### config.mk
export PLATFORM = sky130hd
export DESIGN_NAME = sfp_link_ctrl
export DESIGN_NICKNAME = d
export VERILOG_FILES = /design/src/rtl/sfp_link_ctrl.sv
export SDC_FILE = /design/constraint.sdc
export NUM_CORES = 1
export LEC_CHECK = 0
export ABC_CLOCK_PERIOD_IN_PS = 5910
export BUFFER_PORTS_ARGS = -buffer_cell sky130_fd_sc_hd__buf_2
export CORE_MARGIN = 2
export CORE_UTILIZATION = 52
export CTS_BUF_LIST = sky130_fd_sc_hd__clkbuf_8
export DETAILED_ROUTE_END_ITERATION = 10
export PLACE_DENSITY = 0.77
export SYNTH_ARGS = -nofsm -noshare
export SYNTH_HDL_FRONTEND = slang
export SYNTH_SLANG_ARGS = --single-unit
### constraint.sdc
create_clock -name clk -period 5.91 [get_ports clk]
set_input_delay 0.591 -clock clk [delete_from_list [all_inputs] [get_ports clk]]
set_output_delay 0.591 -clock clk [all_outputs]
set_load 0.01 [all_outputs]
### src/rtl/sfp_link_ctrl.sv
// sfp_link_ctrl: bring-up and recovery sequencer for one SFP+ SerDes lane.
// Walks PLL lock, TX reset, loss-of-signal debounce, RX reset and CDR/PCS
// block lock, with timeouts and back-off retry. All outputs are registered and
// follow the state register on the same edge.
module sfp_link_ctrl #(
  parameter int unsigned RST_CYCLES     = 64,
  parameter int unsigned LOS_DEBOUNCE   = 1024,
  parameter int unsigned LOCK_TIMEOUT   = 1000000,
  parameter int unsigned BACKOFF_CYCLES = 65536
) (
  input  logic       clk,
  input  logic       rst,
  input  logic       enable,
  input  logic       sfp_los,
  input  logic       pll_lock,
  input  logic       cdr_lock,
  input  logic       block_lock,
  output logic       serdes_tx_rstn,
  output logic       serdes_rx_rstn,
  output logic       sfp_tx_disable,
  output logic       link_up,
  output logic       stats_clear,
  output logic [2:0] state,
  output logic [7:0] retry_cnt
);

  typedef enum logic [2:0] {
    ST_OFF      = 3'd0,
    ST_PLL_WAIT = 3'd1,
    ST_TX_RST   = 3'd2,
    ST_LOS_WAIT = 3'd3,
    ST_RX_RST   = 3'd4,
    ST_CDR_WAIT = 3'd5,
    ST_UP       = 3'd6,
    ST_BACKOFF  = 3'd7
  } state_t;

  // Counter reload values: a state lasting N cycles loads N-1 and exits at 0.
  localparam logic [23:0] RST_RLD = 24'(RST_CYCLES - 1);
  localparam logic [23:0] DEB_RLD = 24'(LOS_DEBOUNCE - 1);
  localparam logic [23:0] TO_RLD  = 24'(LOCK_TIMEOUT - 1);
  localparam logic [23:0] BO_RLD  = 24'(BACKOFF_CYCLES - 1);

  logic [3:0]  async_s;
  logic [3:0]  meta_r;
  logic [3:0]  sync_r;
  logic        los_s;
  logic        pll_s;
  logic        cdr_s;
  logic        blk_s;
  state_t      state_r;
  state_t      next_s;
  logic [23:0] cnt_r;
  logic [23:0] cnt_next_s;
  logic        cnt_zero_s;
  logic        pll_drop_s;
  logic        los_watch_s;
  logic [2:0]  out_next_s;

  // Counter value on entry to a state.
  function automatic logic [23:0] reload_val(input state_t s);
    logic [23:0] v;
    case (s)
      ST_PLL_WAIT, ST_CDR_WAIT: v = TO_RLD;
      ST_TX_RST, ST_RX_RST:     v = RST_RLD;
      ST_LOS_WAIT:              v = DEB_RLD;
      ST_BACKOFF:               v = BO_RLD;
      default:                  v = 24'd0;
    endcase
    return v;
  endfunction

  // Per-state pin levels as {tx_rstn, rx_rstn, tx_disable}.
  function automatic logic [2:0] pin_decode(input state_t s);
    logic [2:0] v;
    case (s)
      ST_LOS_WAIT, ST_RX_RST: v = 3'b100;
      ST_CDR_WAIT, ST_UP:     v = 3'b110;
      default:                v = 3'b001;
    endcase
    return v;
  endfunction

  assign async_s    = {block_lock, cdr_lock, pll_lock, sfp_los};
  assign los_s      = sync_r[0];
  assign pll_s      = sync_r[1];
  assign cdr_s      = sync_r[2];
  assign blk_s      = sync_r[3];
  assign cnt_zero_s = (cnt_r == 24'd0);
  // PLL loss only matters once the TX side has been released from PLL wait.
  assign pll_drop_s = !pll_s && (state_r >= ST_TX_RST) && (state_r <= ST_UP);
  // States that react to loss of light (the laser is on).
  assign los_watch_s = (state_r == ST_LOS_WAIT) || (state_r == ST_RX_RST) ||
                       (state_r == ST_CDR_WAIT) || (state_r == ST_UP);
  assign out_next_s = pin_decode(next_s);

  // Two-flop synchronizers; reset to the pessimistic values (no light, no lock).
  always_ff @(posedge clk) begin
    if (rst) begin
      meta_r <= 4'b0001;
      sync_r <= 4'b0001;
    end else begin
      meta_r <= async_s;
      sync_r <= meta_r;
    end
  end

  // Next-state selection with priority: disable > PLL loss > LOS > own condition.
  always_comb begin
    next_s = state_r;
    if (!enable) begin
      next_s = ST_OFF;
    end else if (pll_drop_s) begin
      next_s = ST_BACKOFF;
    end else if (los_s && los_watch_s) begin
      next_s = ST_LOS_WAIT;
    end else begin
      case (state_r)
        ST_OFF:      next_s = ST_PLL_WAIT;
        ST_PLL_WAIT: begin
          if (pll_s)           next_s = ST_TX_RST;
          else if (cnt_zero_s) next_s = ST_BACKOFF;
          else                 next_s = ST_PLL_WAIT;
        end
        ST_TX_RST: begin
          if (cnt_zero_s) next_s = ST_LOS_WAIT;
          else            next_s = ST_TX_RST;
        end
        ST_LOS_WAIT: begin
          if (cnt_zero_s) next_s = ST_RX_RST;
          else            next_s = ST_LOS_WAIT;
        end
        ST_RX_RST: begin
          if (cnt_zero_s) next_s = ST_CDR_WAIT;
          else            next_s = ST_RX_RST;
        end
        ST_CDR_WAIT: begin
          // Success wins over a coincident timeout.
          if (cdr_s && blk_s)  next_s = ST_UP;
          else if (cnt_zero_s) next_s = ST_BACKOFF;
          else                 next_s = ST_CDR_WAIT;
        end
        ST_UP: begin
          if (!cdr_s || !blk_s) next_s = ST_BACKOFF;
          else                  next_s = ST_UP;
        end
        ST_BACKOFF: begin
          if (cnt_zero_s) next_s = ST_PLL_WAIT;
          else            next_s = ST_BACKOFF;
        end
        default: next_s = ST_OFF;
      endcase
    end
  end

  // Shared down-counter: reload on any state change or on a LOS debounce restart.
  always_comb begin
    cnt_next_s = cnt_r;
    if (next_s != state_r) begin
      cnt_next_s = reload_val(next_s);
    end else if ((state_r == ST_LOS_WAIT) && los_s) begin
      cnt_next_s = DEB_RLD;
    end else if (!cnt_zero_s) begin
      cnt_next_s = cnt_r - 24'd1;
    end else begin
      cnt_next_s = cnt_r;
    end
  end

  // State, counter and registered outputs, all decoded from the next state.
  always_ff @(posedge clk) begin
    if (rst) begin
      state_r        <= ST_OFF;
      cnt_r          <= 24'd0;
      serdes_tx_rstn <= 1'b0;
      serdes_rx_rstn <= 1'b0;
      sfp_tx_disable <= 1'b1;
      link_up        <= 1'b0;
      stats_clear    <= 1'b0;
      retry_cnt      <= 8'd0;
    end else begin
      state_r        <= next_s;
      cnt_r          <= cnt_next_s;
      serdes_tx_rstn <= out_next_s[2];
      serdes_rx_rstn <= out_next_s[1];
      sfp_tx_disable <= out_next_s[0];
      link_up        <= (next_s == ST_UP);
      stats_clear    <= (next_s == ST_UP) && (state_r != ST_UP);
      if ((next_s == ST_BACKOFF) && (state_r != ST_BACKOFF) && (retry_cnt != 8'd255)) begin
        retry_cnt <= retry_cnt + 8'd1;
      end else begin
        retry_cnt <= retry_cnt;
      end
    end
  end

  assign state = state_r;

endmodule

==> qor.csv, run 1 <==
stage,metric,value,unit
outcome,status,finished clean,
clock_tree,clock_latency,300,ps
die,die_h,74.4,um
clock_tree,numCtsBuffers,5,
clock_tree,root_buffer,clkbuf_8,
place,gp_congestion,0.856,
cells_and_area,synthToLayoutAreaGrowth,8.65,%
sta,skew,7.86,ps
worst_setup_path,required,6100,ps
place,hpwl,3700,um
die,start_util,54.1,%
sta,maxSlewViolCount,0,
sta,finalSetupTns,0,ps
sta,post-route-min-period,3430,ps
synth,yosysTopAreaCellShare,37.3,%
worst_hold_path,hold_class,reg2reg,
place,post-place-cells,384,
sta,max_slew_margin,49.3,%
synth,avgSynthCellArea,8.33,um2
power,p_switching,0.192,mW
place,io_buffers,22,
worst_setup_path,end_kind,flip-flop,
place,dp_slack,2560,ps
power,power_frac_seq,53.1,%
sta,period_share,58.1,%
die,die_w,74.4,um
clock_tree,h-tree-depth,2,
synth,syn-num-nets,318,
clock_tree,post_cts_resized,0,
worst_setup_path,cp_max_fo,11,
power,power_density,242,mW/mm2
worst_setup_path,arrival,3630,ps
global_route,grt_pass1_vias,2036,
synth,synth_edf_count,0,
die,dieArea,0.00553,mm2
worst_setup_path,path_class,reg2reg,
power,sw_frac_of_total,28.3,%
drt,ant_nets,0,
clock_tree,cts_buffer_depth,2,
global_route,antenna_found_initial,0,
synth,yosysWarnings,0,
drt,drtIter0Drc,148,
synth,postSynth.asyncResetShare,0,%
die,io_pins,23,
cells_and_area,drive_gt1_share,16.0,%
synth,synthTopCellsByArea,"dfxtp_1 37%, nor2_1 5.0%, xnor2_1 4.4%, nand2_1 3.6%, nor2b_1 3.6%",
drt,dr.pass1.iters,4,
synth,synth_common_cells,"48 x dfxtp_1, 34 x nor2_1, 25 x nand2_1",
cells_and_area,nets,333,
drt,drc,0,
global_route,grtUsageTotal,20.4,%
sta,final-setup-viol-count,0,
synth,syn_area,0.00257,mm2
worst_setup_path,slowest_stage,nor3_2,
synth,synth_cell_type_count,52,
synth,ys_seq_elements,48,
power,ir_drop,0.185,mV
synth,yosysMostFrequentCell,dfxtp_1,
cells_and_area,final_util,58.8,%
synth,synth_top_area_cell,dfxtp_1,
sta,rsz0062_at_grt,false,
global_route,grt_max_degree,34,
synth,synthFlopType,dfxtp_1,
clock_tree,cts_hold_buf,0,
synth,ys_seq_area_share,37.3,%
power,intPower,0.485,mW
power,pwr-share-comb,17.0,%
drt,avgRoutedWirePerCell,13.0,um
power,p_leak,1.12,nW
drt,num_vias,2172,
clock_tree,cts_tree,done,
clock_tree,clock-sinks,48,
sta,hold_viol_final,0,
clock_tree,path_clk_slew,90,ps
global_route,grt_first_pass_wirelength,8810,um
drt,via_per_inst,5.54,
cells_and_area,instances_no_fill,392,
die,rows,25,
flow_run,drv_cap,0,
power,power_frac_clock,29.9,%
sta,max_freq,291,MHz
die,core_area,0.00475,mm2
worst_setup_path,critPathMaxStageDelay,610,ps
global_route,overflow,0,
sta,setup_slack,2480,ps
power,power,0.677,mW
synth,netlist_instances,309,
worst_setup_path,path_cells,"inv_1, ha_1, nor3b_2, nand3_2, nor3_2, nor4_2, or3_1, nor3_4, nand2_1, mux2_4",
worst_setup_path,worstSetupStartpointType,flip-flop,
clock_tree,post-cts-setup-buffers,0,
sta,worstMarginPinSlew,756,ps
drt,drt_wl_total,5080,um
cells_and_area,diodes,0,
-- layout make-up --
type,instances,area (um2)
fill,443,1960
clock buffer,6,82.6
multi-input combinational,240,1520
clock inverter,2,15.0
tap,67,83.8
sequential,48,961
timing repair buffer,22,110
inverter,7,26.3
-- stage by stage --
stage	cell area, um2	hold WS [ps]
final	2800	420
after global routing	2800	427
after CTS	2800	423
after detailed placement	2700	403
after global placement	2700	398
after floorplan	2570	389
-- worst paths after layout --
path                        to  cells past startpoint  slack [ps]       from
setup / recovery  retry_cnt[0]                     10        2480   cnt_r[0]
hold / removal       sync_r[0]                      1         420  meta_r[0]
setup reg to reg  retry_cnt[0]                     10        2480   cnt_r[0]
hold reg to reg      sync_r[0]                      1         420  meta_r[0]
-- routing by layer --
metal  routed length (um)  track usage [%]
met1                 2420             25.5
met2                 2350             34.3
met3                  223             5.28
met4                   86             6.94
met5                    0                0
-- worst max-delay path: cells and delay by family (launching register included) --
family | cells | cell delay, ps
AND/OR/NAND/NOR | 7 | 2370
buffers and inverters | 1 | 90
adder cells (fa/ha/maj) | 1 | 200
flip-flops | 1 | 330
multiplexers | 1 | 310
-- cell families after synthesis --
family | share of synthesized area [%]
adder cells (fa/ha/maj) | 0.972
AO/OA/AOI/OAI | 14.6
flip-flops | 37.3
multiplexers | 3.11
AND/OR/NAND/NOR | 33.1
XOR/XNOR | 7.15
buffers and inverters | 3.69
-- sequential cells by signal, summed over array words and instances, names as in the netlist --
signal,flops
cnt_r,24
sync_r,4
serdes_rx_rstn,1
stats_clear,1
retry_cnt,8
link_up,1
meta_r,4
state,3
serdes_tx_rstn,1
sfp_tx_disable,1
-- power groups by stage --
| stage | registers (mW) | clock network [mW] | logic [mW] |
|---|---|---|---|
| 2_1_floorplan | 0.361 | 0 | 0.0967 |
| 3_3_place_gp | 0.366 | 0 | 0.112 |
| 3_5_place_dp | 0.366 | 0 | 0.114 |
| 4_1_cts | 0.359 | 0.206 | 0.115 |
| 5_1_grt | 0.362 | 0.220 | 0.130 |
| 6_report | 0.359 | 0.202 | 0.115 |
-- placed cells by master, fill, tap and decap left out, drive strengths merged, types with 8 or more instances in the layout --
| master | instances |
|---|---|
| o21ai | 14 |
| buf | 22 |
| nor2b | 15 |
| dfxtp | 48 |
| nor2 | 34 |
| or3 | 9 |
| xnor2 | 13 |
| nor3 | 21 |
| xor2 | 8 |
| nand3 | 12 |
| a21oi | 14 |
| nor4 | 9 |
| nand2 | 25 |
No activity file was read; power rests on OpenSTA's default activity.
==> run 2, diff against run 1 <==
--- a/config.mk
+++ b/config.mk
@@ -5,13 +5,13 @@
 export SDC_FILE = /design/constraint.sdc
 export NUM_CORES = 1
 export LEC_CHECK = 0
-export ABC_CLOCK_PERIOD_IN_PS = 5910
+export ABC_CLOCK_PERIOD_IN_PS = 3100
 export BUFFER_PORTS_ARGS = -buffer_cell sky130_fd_sc_hd__buf_2
 export CORE_MARGIN = 2
 export CORE_UTILIZATION = 52
 export CTS_BUF_LIST = sky130_fd_sc_hd__clkbuf_8
 export DETAILED_ROUTE_END_ITERATION = 10
-export PLACE_DENSITY = 0.77
+export PLACE_DENSITY = 0.8
 export SYNTH_ARGS = -nofsm -noshare
 export SYNTH_HDL_FRONTEND = slang
 export SYNTH_SLANG_ARGS = --single-unit
==> constraint.sdc (replaced) <==
create_clock -name clk -period 3.1 [get_ports clk]
set_input_delay 0.31 -clock clk [delete_from_list [all_inputs] [get_ports clk]]
set_output_delay 0.31 -clock clk [all_outputs]
set_load 0.01 [all_outputs]
==> qor.csv, run 2 (synthesis gave the netlist of run 1 again) <==
stage,metric,value,unit
worst_hold_path,hold_start,sfp_los,
worst_hold_path,hold_class,in2reg,
power,power_frac_clock,32.2,%
drt,drtIter0Drc,185,
sta,hold_slack,188,ps
power,power_frac_seq,50.5,%
sta,period_share,91.9,%
drt,via_per_inst,5.58,
drt,num_vias,2231,
outcome,status,finished clean,
die,start_util,54.1,%
power,intPower,0.992,mW
global_route,grt_first_pass_wirelength,9200,um
sta,finalSetupTns,0,ps
power,pwr-share-comb,17.3,%
cells_and_area,largest-register,cnt_r,
worst_setup_path,cp_num_buf_inv,1,
drt,ant_nets,0,
worst_setup_path,crit_path_frequent_cell,nor3_4,
worst_setup_path,slowest_stage,or3_1,
sta,max_slew_margin,60.7,%
sta,hold_viol_final,0,
worst_setup_path,reg2reg_depth,10,
cells_and_area,top_regs,"cnt_r x24, retry_cnt x8",
worst_setup_path,worstSetupStartpointType,flip-flop,
die,core_area,0.00475,mm2
worst_setup_path,cp_max_fo,9,
global_route,grtUsageTotal,21.3,%
power,p_switching,0.366,mW
sta,max_freq,351,MHz
clock_tree,numCtsBuffers,5,
power,p_leak,1.17,nW
sta,skew,6.54,ps
place,dpl_cell_area,0.00276,mm2
place,hpwl,3970,um
drt,drt_wl_total,5410,um
worst_setup_path,rr_endpoint,retry_cnt[4],
clock_tree,path_clk_slew,80,ps
cells_and_area,largest_reg_flops,24,
worst_setup_path,required,3300,ps
worst_setup_path,arrival,3050,ps
clock_tree,root_buffer,clkbuf_8,
sta,post-route-min-period,2850,ps
die,die_h,74.4,um
worst_setup_path,worst-path-stages,10,
die,io_pins,23,
worst_setup_path,startpoint,cnt_r[0],
worst_setup_path,worst-r2r-setup-slack,250,ps
worst_setup_path,critPathMaxStageDelay,430,ps
clock_tree,clock_latency,300,ps
global_route,grt_pass1_vias,2039,
cells_and_area,layout_common_cells,"48 x dfxtp_1, 34 x nor2_1, 25 x nand2_1",
clock_tree,cts_buffer_depth,2,
worst_setup_path,end_kind,flip-flop,
drt,avgRoutedWirePerCell,13.5,um
global_route,antenna_found_initial,0,
die,dieArea,0.00553,mm2
die,rows,25,
flow_run,drv_cap,0,
place,io_buffers,22,
worst_setup_path,path_cells,"inv_1, ha_1, nor3b_2, nand3_2, nor3_4, nor4_2, or3_1, nor3_4, nand3_1, mux2_1",
cells_and_area,layout_commonest_cell,dfxtp_1,
place,gp_congestion,0.882,
sta,worstMarginPinSlew,588,ps
cells_and_area,final_area,0.00287,mm2
clock_tree,cts_tree,done,
power,ir_drop,0.317,mV
drt,drc,0,
cells_and_area,diodes,0,
clock_tree,post-cts-setup-buffers,0,
cells_and_area,synthToLayoutAreaGrowth,11.6,%
place,post-place-cells,392,
sta,rsz0062_at_grt,false,
clock_tree,clock-sinks,48,
sta,maxSlewViolCount,0,
cells_and_area,fillers,446,
global_route,overflow,0,
worst_setup_path,crit_family,simple AND/OR/NAND/NOR gates,
worst_setup_path,reg2reg_from,cnt_r[0],
clock_tree,h-tree-depth,2,
power,sw_frac_of_total,26.9,%
drt,dr.pass1.iters,4,
worst_setup_path,path_class,reg2reg,
worst_setup_path,crit_end,retry_cnt[4],
cells_and_area,instances_no_fill,400,
die,die_w,74.4,um
cells_and_area,drive_gt1_share,17.7,%
global_route,grt_max_degree,34,
cells_and_area,nets,341,
sta,final-setup-viol-count,0,
power,power_density,472,mW/mm2
cells_and_area,final_util,60.4,%
## run 2: cell type report
type / count / area (um2) / share of cell area (%)
multi-input combinational: 240 / 1520 / 53.0
sequential: 48 / 961 / 33.4
timing repair buffer: 30 / 170 / 5.92
tap: 67 / 83.8 / 2.92
clock buffer: 5 / 68.8 / 2.40
clock inverter: 3 / 38.8 / 1.35
inverter: 7 / 26.3 / 0.915
## run 2: metrics by stage
stage	total power, mW	worst slack [ps]
6_report	1.36	250
5_1_grt	1.43	23.7
4_1_cts	1.37	204
3_5_place_dp	0.929	217
3_3_place_gp	0.922	331
2_1_floorplan	0.873	382
## run 2: worst min path at each step
stage	slack, ps	cells past startpoint	endpoint
2_1_floorplan	390	1	sync_r[0]
3_3_place_gp	400	1	sync_r[0]
3_5_place_dp	410	1	sync_r[0]
4_1_cts	180	2	meta_r[0]
5_1_grt	180	2	meta_r[0]
6_report	190	2	meta_r[0]
## run 2: power by group through the flow
stage	Clock [mW]	Sequential [mW]	Combinational (mW)
after floorplan	0	0.689	0.184
after detailed placement	0	0.699	0.230
final	0.437	0.686	0.235
after global routing	0.475	0.690	0.263
after CTS	0.449	0.685	0.232
after global placement	0	0.697	0.225
## run 2: layer usage
metal	wire (um)	GRT usage [%]	vias to the layer above
met1	2580	27.7	1025
li1	-	-	1133
met4	97	8.33	0
met3	266	5.96	11
met5	0	0	-
met2	2470	33.7	62
## run 2: timing repair
action                     CTS  global route
hold buffers                 0             0
setup endpoints to repair    0             1
resized for setup            0             1
